## config.mk

```make
export PLATFORM = sky130hd
export DESIGN_NAME = tdm_demux4
export DESIGN_NICKNAME = d
export VERILOG_FILES = /design/src/rtl/tdm_demux4.sv
export SDC_FILE = /design/constraint.sdc
export NUM_CORES = 1
export LEC_CHECK = 0
export CAP_MARGIN = 20
export CORE_MARGIN = 10
export CORE_UTILIZATION = 30
export CTS_CLUSTER_SIZE = 30
export DETAILED_ROUTE_END_ITERATION = 12
export SLEW_MARGIN = 20
export SYNTH_ARGS = -nofsm -noshare
export SYNTH_HDL_FRONTEND = slang
export SYNTH_SLANG_ARGS = --single-unit
```

## constraint.sdc

```tcl
create_clock -name clk -period 1.8 [get_ports clk]
set_clock_uncertainty 0.1 [all_clocks]
set_input_delay 0.27 -clock clk [delete_from_list [all_inputs] [get_ports clk]]
set_output_delay 0.27 -clock clk [all_outputs]
set_load 0.005 [all_outputs]
```

## src/rtl/tdm_demux4.sv

```systemverilog
// tdm_demux4 - time-division 1-to-4 demultiplexer (receive side of the
// 4:1 TDM channel multiplexer).
//
// A serial stream of WIDTH-bit beats is grouped into 4-slot frames. Slot 0 is
// marked by frame_sync. Each complete frame is published atomically on
// ch_a..ch_d (slot 0..3), together with a one-cycle frame_valid pulse.
//
// Optional build macro: TDM_DEMUX_PARITY_EN
//   When it is defined, the block has an even-parity input din_par and a
//   per-slot parity error output par_err[3:0]. Both are published with the
//   frame. When it is undefined, those ports and the parity logic are absent.
//
// Ports:
//   clk          system clock; all state changes on the rising edge
//   rst          synchronous, active-high reset
//   din          serial beat data (WIDTH bits)
//   din_valid    a beat is present this cycle
//   frame_sync   marks din as slot 0; ignored when din_valid=0
//   din_par      (parity build only) even parity bit for din
//   ch_a..ch_d   slot 0..3 data of the last complete frame
//   frame_valid  one-cycle pulse; ch_a..ch_d were just updated
//   slot         slot index that the next accepted beat will occupy
//   locked       high while frame alignment is held
//   sync_err     one-cycle pulse on a framing violation
//   par_err      (parity build only) bit k set if slot k of the frame failed parity

module tdm_demux4 #(
  parameter int WIDTH = 8
) (
  input  logic             clk,
  input  logic             rst,
  input  logic [WIDTH-1:0] din,
  input  logic             din_valid,
  input  logic             frame_sync,
`ifdef TDM_DEMUX_PARITY_EN
  input  logic             din_par,
  output logic [3:0]       par_err,
`endif
  output logic [WIDTH-1:0] ch_a,
  output logic [WIDTH-1:0] ch_b,
  output logic [WIDTH-1:0] ch_c,
  output logic [WIDTH-1:0] ch_d,
  output logic             frame_valid,
  output logic [1:0]       slot,
  output logic             locked,
  output logic             sync_err
);

  typedef enum logic {
    HUNT   = 1'b0,
    LOCKED = 1'b1
  } state_t;

  state_t state;

  // Slots 0..2 of the frame being assembled. Slot 3 is never staged: it goes
  // directly from din to ch_d on the edge that completes the frame.
  logic [WIDTH-1:0] s0, s1, s2;

`ifdef TDM_DEMUX_PARITY_EN
  // Per-slot parity failures are staged with the data, so they are published
  // (or discarded) together with their frame.
  logic [2:0] perr_stage;
  logic       beat_bad;

  // Even parity: din together with din_par must XOR to zero.
  assign beat_bad = ^{din, din_par};
`endif

  always_ff @(posedge clk) begin
    if (rst) begin
      state       <= HUNT;
      slot        <= 2'd0;
      s0          <= '0;
      s1          <= '0;
      s2          <= '0;
      ch_a        <= '0;
      ch_b        <= '0;
      ch_c        <= '0;
      ch_d        <= '0;
      frame_valid <= 1'b0;
      sync_err    <= 1'b0;
      locked      <= 1'b0;
`ifdef TDM_DEMUX_PARITY_EN
      perr_stage  <= '0;
      par_err     <= '0;
`endif
    end else begin
      // Both status outputs are pulses. They clear unless set again below.
      frame_valid <= 1'b0;
      sync_err    <= 1'b0;

      if (din_valid) begin
        unique case (state)
          HUNT: begin
            // While hunting, non-sync beats are dropped silently.
            if (frame_sync) begin
              s0     <= din;
              slot   <= 2'd1;
              state  <= LOCKED;
              locked <= 1'b1;
`ifdef TDM_DEMUX_PARITY_EN
              perr_stage <= {2'b00, beat_bad};
`endif
            end
          end

          LOCKED: begin
            if (frame_sync) begin
              // A sync beat always starts a new frame. If it arrives at slot
              // 1..3, it is an early sync: the partial frame is discarded.
              // The stale s1/s2 contents are overwritten before they can be
              // published, so they do not need to be cleared.
              if (slot != 2'd0) sync_err <= 1'b1;
              s0   <= din;
              slot <= 2'd1;
`ifdef TDM_DEMUX_PARITY_EN
              perr_stage <= {2'b00, beat_bad};
`endif
            end else begin
              unique case (slot)
                2'd0: begin
                  // A slot 0 beat without sync means alignment was lost.
                  sync_err <= 1'b1;
                  state    <= HUNT;
                  locked   <= 1'b0;
                  slot     <= 2'd0;
                end
                2'd1: begin
                  s1   <= din;
                  slot <= 2'd2;
`ifdef TDM_DEMUX_PARITY_EN
                  perr_stage[1] <= beat_bad;
`endif
                end
                2'd2: begin
                  s2   <= din;
                  slot <= 2'd3;
`ifdef TDM_DEMUX_PARITY_EN
                  perr_stage[2] <= beat_bad;
`endif
                end
                2'd3: begin
                  // The frame is complete. All four channels update on the
                  // same edge.
                  ch_a        <= s0;
                  ch_b        <= s1;
                  ch_c        <= s2;
                  ch_d        <= din;
                  frame_valid <= 1'b1;
                  slot        <= 2'd0;
`ifdef TDM_DEMUX_PARITY_EN
                  par_err     <= {beat_bad, perr_stage};
`endif
                end
                default: ;
              endcase
            end
          end

          default: begin
            state  <= HUNT;
            locked <= 1'b0;
            slot   <= 2'd0;
          end
        endcase
      end
    end
  end

endmodule

```

* After elaboration in Yosys (flattened, before gate mapping) *
Index checks and enable logic that the tools add are counted.

cells by class
  equal/unequal tests = 6
  multiplexer cells = 17
  bitwise logic cells = 3
  reductions and logical operators = 11

operator list
  operator            number
  $reduce_and 4->1    4
  $mux 1              10
  $mux 8              1
  $pmux 2 s3          1
  $eq 2x2->1 const B  2
  $mux 2              2
  $ne 2x2->1 const B  2
  $pmux 1 s2          2
  $pmux 2 s2          1
  $reduce_and 2->1    2
  $reduce_or 4->1     1
  $not 1->1           3
  $reduce_or 3->1     1
  $eq 2x1->1 const B  1
  $logic_not 2->1     1
  $ne 2x1->1 const B  1
  $reduce_bool 2->1   1
  $reduce_or 2->1     1

storage, ports and cells
  bits in registers = 62
  input bits = 12
  output and inout bits = 37
  logic and storage cells = 49

* Depth between registers and ports, before layout *
  word-level depth = 5
  gate-level depth with buffers = 5
  depth with buffers taken out = 4

* Worst setup path before layout *
No wires, ideal clock.

  path type = register to register
  start point = register slot[1]
  end point = register ch_a[0]
  library setup time = 72 ps
  arrival time = 1163 ps
  required time = 1628 ps
  slack = 465 ps
  stages on the path, launching flop included = 5
  path buffers = 1
  period minus slack after synthesis = 1335 ps
  cell sequence = dfxtp_1 > ha_1 > and4b_1 > buf_4 > mux2i_1

on the way
  word-level cells in the longest chain between the ends = 2

RTL lines
  element                     line  RTL
  start: declaration          44    output logic [1:0] slot,
  start signal: assignment    73    slot <= 2'd0;
  start signal: assignment    99    slot <= 2'd1;
  start signal: assignment    116   slot <= 2'd1;
  $eq 2x2->1                  121   unique case (slot)
  $reduce_and 4->1 (no line)  n/a
  end signal: assignment      77    ch_a <= '0;
  end signal: assignment      146   ch_a <= s0;
  end: declaration            39    output logic [WIDTH-1:0] ch_a,

Every way passes these cells.
A chain may end at the register's enable or synchronous reset.

* Final worst setup path *
  start point = register slot[1]
  end point = output slot[1]

No word-level cell between the ends.

==> flow_metrics.py <==
metrics = {
    "timing": {
        "setup_viol": 0,
        "hold_viol_final": 0,
        "final_period_minus_worst_setup_slack_ns": 1.69,
        "final_max_slew_viol_count": 0,
        "maxClockFrequency_ghz": 0.592,
        "worst_slew_pin_slew_ns": 0.528,
        "tns_ns": 0,
        "slew-limit-headroom": 0.648,
        "period_share": 0.939,
        "rsz0062_at_grt": "no",
    },
    "global_routing": {
        "maximum_number_of_pins_on_one_net_before_global_route_repair": 35,
        "via_count_of_the_first_global_routing_pass": 1859,
        "grt_pass1_wl_mm": 9.47,
        "gr-total-overflow": 0,
        "gr-usage-all-layers": 0.0923,
        "initial_antenna_violation_count": 0,
    },
    "synthesis": {
        "synth_top_area_frac": 0.469,
        "postSynthRegisterBits": 62,
        "dominant_cell_type_by_area_after_synthesis": "dfxtp_1",
        "synth.yosys.warnings": 0,
        "synth-async-reset-ratio": 0,
        "synth_area_leaders": "dfxtp_1 47%, mux2i_1 18%, nand2b_1 15%",
        "mean_instance_size_in_the_synthesized_netlist_um2": 10.8,
        "synth_top_flop_cell": "dfxtp_1",
        "syn_nets": 264,
        "number_of_flops_mapped_to_enable_cells_by_yosys": 0,
        "netlist_instances": 246,
        "yosys.cell_types.count": 24,
        "synth.most_common_cell": "nand2b_1",
        "seq_area_frac_synth": 0.469,
        "top_post_synthesis_cells_by_count": "64 x nand2b_1, 62 x dfxtp_1, 48 x mux2i_1",
        "synth_area_um2": 2650,
    },
    "die": {
        "ioPinCount": 49,
        "floorplan.die.width_um": 114,
        "initial_utilization": 0.307,
        "die_height_um": 114,
        "design.core.area_um2": 8640,
        "dieArea_um2": 13000,
        "row_count": 34,
    },
    "critical_path": {
        "worstPathCellList": "clkdlybuf4s50_1",
        "cp_top_family": "buffers and inverters",
        "critical_path_buf_inv_count": 1,
        "required_ns": 1.43,
        "critical_path_arrival_ns": 1.32,
        "crit_path_max_delay_cell_type": "clkdlybuf4s50_1",
        "worstSetupPathType": "reg2out",
        "critical_path_depth": 1,
        "r2r_cells": 4,
        "cpPeakStageDelay_ns": 0.55,
        "worst_setup_path_end_kind": "output pin",
        "worst_path_maximum_fanout": 6,
        "setup.worst_path.start_class": "register",
    },
    "run": {
        "max_cap_viol_count": 0,
    },
    "placement": {
        "globalplace.congestion": 0.787,
        "detailedPlacementHpwl_mm": 4.04,
        "io_buffers": 48,
    },
    "clock_network": {
        "clockBufferDepth": 2,
        "htree_levels": 3,
        "cells_resized_by_post_cts_repair": 0,
        "clk_transition_reported_paths_ns": 0.07,
        "cts_tree": "yes",
        "holdBufCountCts": 0,
        "cts_post_setup_buffers_inserted": 0,
        "insertion_delay_ns": 0.34,
        "root_buffer_cell": "clkbuf_8",
        "tritoncts.num_buffers": 9,
        "numClockSinks": 62,
    },
    "power_and_ir_drop": {
        "sum_of_internal_switching_and_leakage_power_w": 0.00270,
        "p_leak_nw": 1.43,
        "power_density_nw_per_um2": 777,
        "worst_ir_drop_vdd_uv": 284,
    },
    "cells_and_area": {
        "area_delta_synth_final_pct": 31.0,
        "finalNetCount": 314,
        "diodes": 0,
        "layout-drive-gt1-share": 0.126,
    },
    "drt": {
        "detailedRoute.firstPassIterationCount": 4,
        "ant_nets": 0,
        "postRouteWirelength_mm": 5.65,
        "drt_iter0_markers": 42,
        "vias": 1799,
        "detail_route.wl_per_cell_um": 13.8,
        "via_density": 4.40,
        "drcViolationCount": 0,
    },
    "worst_hold_path": {
        "holdCritPathClass": "in2reg",
        "worst_hold_path.num_cells": 2,
    },
    "run_status": {
        "result_of_the_run": "finished clean",
    },
}
through the flow:
stage | util | std cells | worst slack, ns | hold slack, ns | cell area (um2)
after detailed placement | 0.380 | 393 | 0.0208 | 0.364 | 3280
after CTS | 0.402 | 409 | 0.0735 | 0.334 | 3470
final | 0.402 | 409 | 0.111 | 0.344 | 3470
after global routing | 0.402 | 409 | 0.0357 | 0.384 | 3470
after floorplan | - | 246 | 0.465 | 0.317 | 2650
after global placement | 0.380 | 393 | 0.0270 | 0.360 | 3280
layer usage:
layer  vias to the layer above  routed length (um)  share of wire  GRT usage
li1                        934                   -              -          -
met1                       822                2520           0.45      0.107
met2                        33                2630           0.47      0.139
met3                        10                 369          0.065     0.0388
met4                         0                 122          0.022     0.0551
met5                         -                   0              0          0
path summary, 6_finish.rpt:
| check | slack, ns | start | endpoint |
|---|---|---|---|
| worst max-delay path | 0.11 | slot[1] | slot[1] |
| worst min-delay path | 0.34 | rst | s0[6] |
| worst max register to register | 0.34 | slot[1] | ch_a[6] |
| worst min register to register | 0.37 | s0[2] | ch_a[2] |
registers in the layout, indices dropped and copies added (netlist names):
| name | count |
|---|---|
| s0 | 8 |
| s2 | 8 |
| ch_b | 8 |
| sync_err | 1 |
| ch_a | 8 |
| s1 | 8 |
| ch_c | 8 |
| locked | 1 |
| state | 1 |
| frame_valid | 1 |
| slot | 2 |
| ch_d | 8 |
cell usage in the layout, fill, tap and decap left out, types with 5 or more instances in the layout:
cell type / Yosys / layout
clkdlybuf4s50_1: 0 / 47
buf_4: 6 / 6
inv_1: 5 / 5
a21oi_1: 10 / 10
buf_12: 0 / 5
nand3_1: 8 / 8
dfxtp_1: 62 / 62
a21bo_2: 8 / 8
nand2b_1: 64 / 64
clkbuf_8: 0 / 12
ha_1: 6 / 6
mux2i_1: 48 / 48
report_power, final:
part           internal, W  switching (W)
logic            0.0000909      0.0000774
clock network     0.000603       0.000525
registers          0.00139      0.0000133
logic make-up after synthesis:
logic type	Yosys count	synth area share
compound gates	23	0.0666
fa+ha+maj	6	0.0284
buf+inv	25	0.0525
flops	62	0.469
mux	48	0.181
simple gates	82	0.202
area by class of cell:
| cell class | count | area, um2 |
|---|---|---|
| Inverter | 5 | 18.8 |
| Timing Repair Buffer | 59 | 621 |
| Clock inverter | 4 | 20.0 |
| Multi-Input combinational cell | 159 | 1270 |
| Tap cell | 108 | 135 |
| Sequential cell | 62 | 1240 |
| Clock buffer | 12 | 165 |
| Fill cell | 862 | 5170 |
Note: power is estimated with default switching activity, not from simulation.
